$ cat src/rtl/spi_cmd_decoder.sv
// spi_cmd_decoder: turns bytes received by spi_rx into pin-register updates.
//
// The SCLK-domain byte_ready level is synchronized into clk, and its rising
// edge becomes a one-cycle strobe. The strobe drives a two-byte header/data
// command protocol over a 64-bit pin register organised as eight 8-bit banks.
//
// Header byte: [7]=1, [6:5]=op, [4:3]=reserved (00), [2:0]=bank
//   op 00 WRITE  bank  = data
//   op 01 SET    bank |= data
//   op 10 CLEAR  bank &= ~data
//   op 11 READ   single byte, returns the bank value immediately
//
// Optional feature macro: CMD_TIMEOUT_EN
//   Defined   - a data byte must follow its header within TIMEOUT_CYCLES clk
//               cycles, otherwise the command is dropped with cmd_error.
//   Undefined - no timeout counter; WAIT_DATA holds until a strobe or reset.
//
// All outputs are registered. command_byte is sampled directly on the strobe,
// which is safe because it is stable from byte_ready rising until the next
// byte completes, and clk runs at least 4x SCLK.

module spi_cmd_decoder #(
  parameter int unsigned SYNC_STAGES    = 2,
  parameter int unsigned TIMEOUT_CYCLES = 50000,
  parameter logic [63:0] PINS_RESET     = 64'h0
) (
  input  logic        clk,
  input  logic        rst,
  input  logic [7:0]  command_byte,
  input  logic        byte_ready,
  output logic [63:0] pins,
  output logic [7:0]  resp_byte,
  output logic        resp_valid,
  output logic        cmd_error
);

  // Elaboration-time parameter sanity checks.
  if (SYNC_STAGES < 2) begin : g_bad_sync_stages
    $error("spi_cmd_decoder: SYNC_STAGES must be at least 2");
  end
  if (TIMEOUT_CYCLES < 2) begin : g_bad_timeout_cycles
    $error("spi_cmd_decoder: TIMEOUT_CYCLES must be at least 2");
  end

  typedef enum logic [0:0] {
    StIdle,
    StWaitData
  } state_e;

  typedef enum logic [1:0] {
    OpWrite = 2'b00,
    OpSet   = 2'b01,
    OpClear = 2'b10,
    OpRead  = 2'b11
  } op_e;

  // ---------------------------------------------------------------------------
  // byte_ready synchronizer and rising-edge strobe
  // ---------------------------------------------------------------------------
  logic [SYNC_STAGES-1:0] sync_q;
  logic                   prev_q;
  logic                   strobe;

  // Shift byte_ready into clk; everything resets high so a level already high
  // at reset release cannot masquerade as a new byte.
  always_ff @(posedge clk) begin
    if (rst) begin
      sync_q <= '1;
      prev_q <= 1'b1;
    end else begin
      sync_q <= {sync_q[SYNC_STAGES-2:0], byte_ready};
      prev_q <= sync_q[SYNC_STAGES-1];
    end
  end

  assign strobe = sync_q[SYNC_STAGES-1] & ~prev_q;

  // ---------------------------------------------------------------------------
  // Header decode (only meaningful in StIdle)
  // ---------------------------------------------------------------------------
  logic       hdr_valid;
  op_e        hdr_op;
  logic [2:0] hdr_bank;
  logic [5:0] hdr_lsb;

  assign hdr_valid = command_byte[7] & (command_byte[4:3] == 2'b00);
  assign hdr_op    = op_e'(command_byte[6:5]);
  assign hdr_bank  = command_byte[2:0];
  assign hdr_lsb   = {hdr_bank, 3'b000};

  // ---------------------------------------------------------------------------
  // Data phase: apply the latched op to the latched bank
  // ---------------------------------------------------------------------------
  state_e     state_q;
  op_e        op_q;
  logic [2:0] bank_q;
  logic [5:0] data_lsb;
  logic [7:0] bank_old;
  logic [7:0] bank_new;

  function automatic logic [7:0] apply_op(input op_e op, input logic [7:0] old_val,
                                          input logic [7:0] data);
    logic [7:0] res;
    res = old_val;
    case (op)
      OpWrite: res = data;
      OpSet:   res = old_val | data;
      OpClear: res = old_val & ~data;
      default: res = old_val;  // READ never reaches the data phase
    endcase
    return res;
  endfunction

  assign data_lsb = {bank_q, 3'b000};
  assign bank_old = pins[data_lsb +: 8];
  assign bank_new = apply_op(op_q, bank_old, command_byte);

  // ---------------------------------------------------------------------------
  // Header-to-data timeout
  // ---------------------------------------------------------------------------
  logic timeout;

`ifdef CMD_TIMEOUT_EN
  localparam int unsigned CntW    = (TIMEOUT_CYCLES > 2) ? $clog2(TIMEOUT_CYCLES) : 1;
  localparam logic [CntW-1:0] CntLast = CntW'(TIMEOUT_CYCLES - 1);

  logic [CntW-1:0] cnt_q;

  // Held at zero while idle, so it reads zero on the first WAIT_DATA cycle.
  always_ff @(posedge clk) begin
    if (rst) begin
      cnt_q <= '0;
    end else if (state_q == StWaitData) begin
      cnt_q <= cnt_q + 1'b1;
    end else begin
      cnt_q <= '0;
    end
  end

  assign timeout = (state_q == StWaitData) && (cnt_q == CntLast);
`else
  assign timeout = 1'b0;
`endif

  // ---------------------------------------------------------------------------
  // Command FSM with registered outputs
  // ---------------------------------------------------------------------------
  // One byte per strobe; a strobe in the timeout cycle takes priority so the
  // data is applied rather than dropped.
  always_ff @(posedge clk) begin
    if (rst) begin
      state_q    <= StIdle;
      op_q       <= OpWrite;
      bank_q     <= 3'd0;
      pins       <= PINS_RESET;
      resp_byte  <= 8'h00;
      resp_valid <= 1'b0;
      cmd_error  <= 1'b0;
    end else begin
      resp_valid <= 1'b0;
      cmd_error  <= 1'b0;
      case (state_q)
        StIdle: begin
          if (strobe) begin
            if (!hdr_valid) begin
              cmd_error <= 1'b1;
            end else if (hdr_op == OpRead) begin
              resp_byte  <= pins[hdr_lsb +: 8];
              resp_valid <= 1'b1;
            end else begin
              op_q    <= hdr_op;
              bank_q  <= hdr_bank;
              state_q <= StWaitData;
            end
          end
        end
        StWaitData: begin
          if (strobe) begin
            pins[data_lsb +: 8] <= bank_new;
            resp_byte           <= bank_new;
            resp_valid          <= 1'b1;
            state_q             <= StIdle;
          end else if (timeout) begin
            cmd_error <= 1'b1;
            state_q   <= StIdle;
          end
        end
        default: state_q <= StIdle;
      endcase
    end
  end

endmodule

$ cat config.mk
export PLATFORM = sky130hd
export DESIGN_NAME = spi_cmd_decoder
export DESIGN_NICKNAME = d
export VERILOG_FILES = /design/src/rtl/spi_cmd_decoder.sv
export SDC_FILE = /design/constraint.sdc
export NUM_CORES = 1
export LEC_CHECK = 0
export ABC_CLOCK_PERIOD_IN_PS = 2200
export BUFFER_PORTS_ARGS = -buffer_cell sky130_fd_sc_hd__clkbuf_2
export CAP_MARGIN = 15
export CORE_MARGIN = 1.5
export CORE_UTILIZATION = 50
export CTS_CLUSTER_DIAMETER = 150
export DETAILED_ROUTE_END_ITERATION = 8
export GPL_ROUTABILITY_DRIVEN = 0
export GPL_TIMING_DRIVEN = 0
export PLACE_DENSITY = 0.76
export SYNTH_ARGS = -nofsm -noshare
export SYNTH_HDL_FRONTEND = slang
export SYNTH_SLANG_ARGS = --single-unit
$ cat constraint.sdc
create_clock -name clk -period 2.2 [get_ports clk]
set_input_delay 0.22 -clock clk [delete_from_list [all_inputs] [get_ports clk]]
set_output_delay 0.22 -clock clk [all_outputs]
set_load 0.005 [all_outputs]
After elaboration in Yosys (flattened, before gate mapping) --
Index checks and enable logic that the tools add are counted.
Storage, ports and cells: register bits 83, bits in latches 0, RAM bits 0, ROM bits 0, input bits 11, word-level logic and storage cells 54, memories kept 0
Cells by class: $add $sub $neg 1, $mul 0, divide/modulo/power cells 0, magnitude comparators 0, equal/unequal tests 7, shift operators 4, mux-type cells 20, bitwise logic cells 8, reduce and logical (&&, ||, !) cells 5
Operators by type and width (count):
- indexed part select 64 x 7 -> 8 bit | 2
- bitwise mux 64 bit | 1
- variable shift 8 x 8 -> 64 bit, first input constant | 1
- indexed part select 8 x 8 -> 64 bit | 1
- 2-to-1 mux 8 bit | 4
- one-hot mux 8 bit (3 select lines) | 1
- one-hot mux 8 bit (2 select lines) | 1
- 2-to-1 mux 1 bit | 10
- bitwise AND 8 bit | 1
- inequality test 2 bit, second input constant | 4
- negation 6 -> 8 bit | 1
- inverter 8 bit | 1
- bitwise OR 8 bit | 1
- AND reduction 4 bit | 2
- one-hot mux 1 bit (2 select lines) | 3
- == test 2 bit, second input constant | 2
- logical NOT 2 bit | 2
- inverter 1 bit | 3
- bitwise AND 1 bit | 2
- == test 2 x 1 -> 1 bit, second input constant | 1
- AND reduction 2 bit | 1

Logic depth before layout (Yosys ltp) --
word-level depth 5, depth in mapped cells 10

Worst setup path before layout --
OpenSTA, ideal clock, no wires.
path kind register -> register, start point register bank_q[1], end point register pins[53], arrival 2.273 ns, required time 2.129 ns, setup slack -0.144 ns, cell stages (with the launch flop) 11, buffers on the path 3, cells stage by stage dfxtp_1 > buf_6 > buf_4 > inv_1 > ha_1 > ha_1 > or3b_4 > nor4_4 > buf_6 > nand4_1 > a21oi_1
On the way: cells in the longest elaborated chain, start to end 5, elaborated cells between the ends (all ways) 8, those cells by class add/sub (1); shift (3); mux (2); bitwise (2)
Ends and longest elaborated chain:
- from (decl) | RTL line 96 | logic [2:0] bank_q;
- from (signal assigned) | RTL line 172 | bank_q <= hdr_bank;
- indexed part select 64 x 7 -> 8 bit | RTL line 115 | assign bank_old = pins[data_lsb +: 8];
- bitwise AND 8 bit or bitwise OR 8 bit (tied branches) | RTL line 108, 107
- one-hot mux 8 bit (3 select lines) | RTL line 105 | case (op)
- indexed part select 8 x 8 -> 64 bit | RTL line 179 | pins[data_lsb +: 8] <= bank_new;
- bitwise mux 64 bit (*) | RTL line 179
- to (signal, indexed assignment) | RTL line 179
- to (decl) | RTL line 31 | output logic [63:0] pins,
Every way passes the cells marked *; elsewhere a longest branch is shown, timed or not. A chain may end at the register's enable or synchronous reset.

Worst setup path after layout --
start point register bank_q[0], end point register pins[19]
The elaborated chain is that of the path after synthesis.

==> results.sh <==
export IMPL_status="complete, no violations"
export IMPL_clkSlewWorstSetupHoldPaths_ns=0.09
export IMPL_grt_use_met1=0.445
export IMPL_async_flop_share=0
export IMPL_vias=4188
export IMPL_ys_types=50
export IMPL_die_y_um=96.3
export IMPL_area_growth_pct=24.2
export IMPL_slowest_delay_ns=0.39
export IMPL_power_share_sequential=0.495
export IMPL_swShare=0.229
export IMPL_ys_top_cells_by_area="dfxtp_1 38%, mux4_2 9.8%, o2bb2ai_1 8.1%"
export IMPL_grt_pass1_vias=3795
export IMPL_grt_start_max_net_pins=15
export IMPL_setup_tns_ns=0
export IMPL_max_freq_ghz=0.457
export IMPL_critPathCaptureType="flop"
export IMPL_fin_crit_sh=0.994
export IMPL_overflow=0
export IMPL_critPathMaxFanout=6
export IMPL_track_usage=0.314
export IMPL_dp_hpwl_um=10300
export IMPL_p_per_area_nw_per_um2=562
export IMPL_worstPathCellList="buf_6 -> inv_4 -> ha_4 -> ha_4 -> or3b_4 -> buf_6 -> nor4_4 -> buf_4 -> buf_4 -> a22oi_1 -> a21oi_1"
export IMPL_period_needed_ns=2.19
export IMPL_yosysTopAreaCellShare=0.382
export IMPL_antenna_found_initial=0
export IMPL_grt_util_met3=0.0474
export IMPL_ff2ff_path_depth=11
export IMPL_r2r_end="pins[19]"
export IMPL_drc=0
export IMPL_tightest_slew_ns=0.592
export IMPL_r2r_slack_ns=0.01
export IMPL_ir_drop_v=0.000334
export IMPL_insertion_delay_ns=0.36
export IMPL_ys_warnings_count=0
export IMPL_drive_gt1_frac=0.361
export IMPL_worstSetupPathType="flop to flop"
export IMPL_ys_ff_latch=83
export IMPL_htree_levels=3
export IMPL_fin_area_um2=5400
export IMPL_firstDrtPassIters=5
export IMPL_synthTopCellsByCount="83 x dfxtp_1, 40 x o2bb2ai_1, 25 x nor2_1, 24 x a22oi_1, 22 x inv_1"
export IMPL_wl_um=14000
export IMPL_fillCellCount=682
export IMPL_io_buffers=81
export IMPL_drt_iter0_markers=421
export IMPL_final_core_util=0.648
export IMPL_row_count=33
export IMPL_antenna_left=0
export IMPL_core_area_um2=8340
export IMPL_place_area_um2=4930
export IMPL_p_switching_w=0.000695
export IMPL_finalNetCount=534
export IMPL_rsz0062_at_grt="yes"
export IMPL_clock_skew_final_ns=0.0110
export IMPL_grt_pass1_wl_um=21200
export IMPL_crit_required_ns=2.49
export IMPL_hold_violations=0
export IMPL_avgSynthCellArea_um2=10.7
export IMPL_synth_edf_count=0
export IMPL_cts_made_buffers=9
export IMPL_power_leakage_nw=2.11
export IMPL_synthFlopType="dfxtp_1"
export IMPL_cts_tree="built"
export IMPL_yosysTopAreaCell="dfxtp_1"
export IMPL_antennaDiodeCount=0
export IMPL_root_buffer="clkbuf_8"
export IMPL_clock_sinks=83
export IMPL_crit_path_top_delay_cell="or3b_4"
export IMPL_fp_dieW_um=96.3
export IMPL_start_kind="flop"
export IMPL_worstReg2RegStart="bank_q[0]"
export IMPL_die_area_um2=9270
export IMPL_min_path_type="primary input to flop"
export IMPL_syn_area_um2=4350
export IMPL_drv_slew=0
export IMPL_crit_arrival_ns=2.48
export IMPL_synth_most_common_cell="dfxtp_1"
export IMPL_setup_viol=0
export IMPL_combPwrFrac=0.052
export IMPL_hold_path_endpoint="sync_q[0]"
export IMPL_relSlewSlack=0.605
export IMPL_p_int_w=0.00234
export IMPL_cts_buffer_depth=2
export IMPL_syn_nets=421
export IMPL_whs_path_depth=2
export IMPL_use_met2=0.476
export IMPL_syn_inst=405
export IMPL_max_cap_violations=0
export IMPL_start_util=0.522
export IMPL_worst_hold_startpoint="byte_ready"
export IMPL_wl_per_cell_um=22.3
export IMPL_ys_seq_area_frac=0.382
export IMPL_pwr_share_clk=0.453
export IMPL_ios=85
export IMPL_grt_busiest_layer="met2"
export IMPL_viasPerCell=6.67
-- stage by stage --
step / setup WS (ns) / instances / hold slack, ns / power, W
after floorplan: -0.0871 / 405 / 0.324 / 0.00164
after global placement: -0.455 / 591 / 0.393 / 0.00169
after detailed placement: -0.490 / 591 / 0.399 / 0.00169
after CTS: 0.00154 / 620 / 0.0333 / 0.00302
after global routing: -0.0101 / 628 / 0.0522 / 0.00311
final: 0.0127 / 628 / 0.0381 / 0.00303
-- power by group through the flow --
stage	combinational, W	sequential, W	clock [W]
2_1_floorplan	0.0000995	0.00154	0
5_1_grt	0.000167	0.00150	0.00144
6_report	0.000157	0.00150	0.00137
3_5_place_dp	0.000148	0.00154	0
3_3_place_gp	0.000145	0.00154	0
4_1_cts	0.000150	0.00150	0.00137
-- metal layers --
layer	wire length (um)	vias to the layer above	part of all wire
li1	-	1858	-
met3	1430	54	0.10
met2	6270	292	0.45
met4	502	0	0.036
met5	0	-	0
met1	5830	1984	0.42
-- kinds of logic after synthesis --
family,Yosys count,share of synthesized area
AOI/OAI and AO/OA,138,0.248
buffers and inverters,48,0.0558
and+or+nand+nor,86,0.123
DFF,83,0.382
muxes,45,0.177
adders and majority gates,5,0.0144
-- worst max-delay path by stage --
stage          startpoint       end  slack [ns]
2_1_floorplan   bank_q[1]  pins[53]       -0.09
3_3_place_gp    bank_q[2]  pins[50]       -0.45
3_5_place_dp    bank_q[2]  pins[50]       -0.49
4_1_cts         bank_q[1]  pins[20]       0.002
5_1_grt         bank_q[1]  pins[22]       -0.01
6_report        bank_q[0]  pins[19]        0.01
-- cells in the final DEF, fill, tap and decap left out, types with 11 or more instances in the layout --
cell       netlist  final
clkbuf_2         0     81
a22oi_1         24     22
nand4_1         18     18
o2bb2ai_1       40     40
mux2i_1         21     21
mux4_2          19     19
dfxtp_1         83     80
buf_4            1     21
a21oi_1         21     17
inv_1           22     20
nor2_1          25     25
clkbuf_1        11     11
-- area by class of cell --
class,count,area (um^2),share of cell area
plain buffers,23,150,0.0278
clock buffers,11,141,0.0262
clock inverters,5,109,0.0201
inverters,23,91.3,0.0169
multi-input cells,274,2520,0.466
flip-flops and latches,83,1670,0.310
well taps,105,131,0.0243
repair buffers,104,589,0.109
-- worst max-delay path: cells and delay by family (launching register included) --
kind	cells	cell delay, ns
compound gates	2	0.27
buf+inv	5	0.63
simple gates	2	0.52
flops	1	0.36
fa+ha+maj	2	0.32
-- state kept, by name, indices dropped and copies added, names as in the netlist --
| name | count |
|---|---|
| pins | 64 |
| resp_byte | 8 |
| bank_q | 3 |
| op_q | 2 |
| sync_q | 2 |
| cmd_error | 1 |
| prev_q | 1 |
| resp_valid | 1 |
| state_q | 1 |
-- repair_timing --
action                                  CTS  global route
hold buffers                              0             0
gates resized for setup                   8            16
endpoints found under the setup margin   64            49
gates cloned                              1             1
hold endpoints to repair                  0             0
pin swaps                                 5             7
setup buffers                            13             8
No activity file was read; power rests on OpenSTA's default activity.
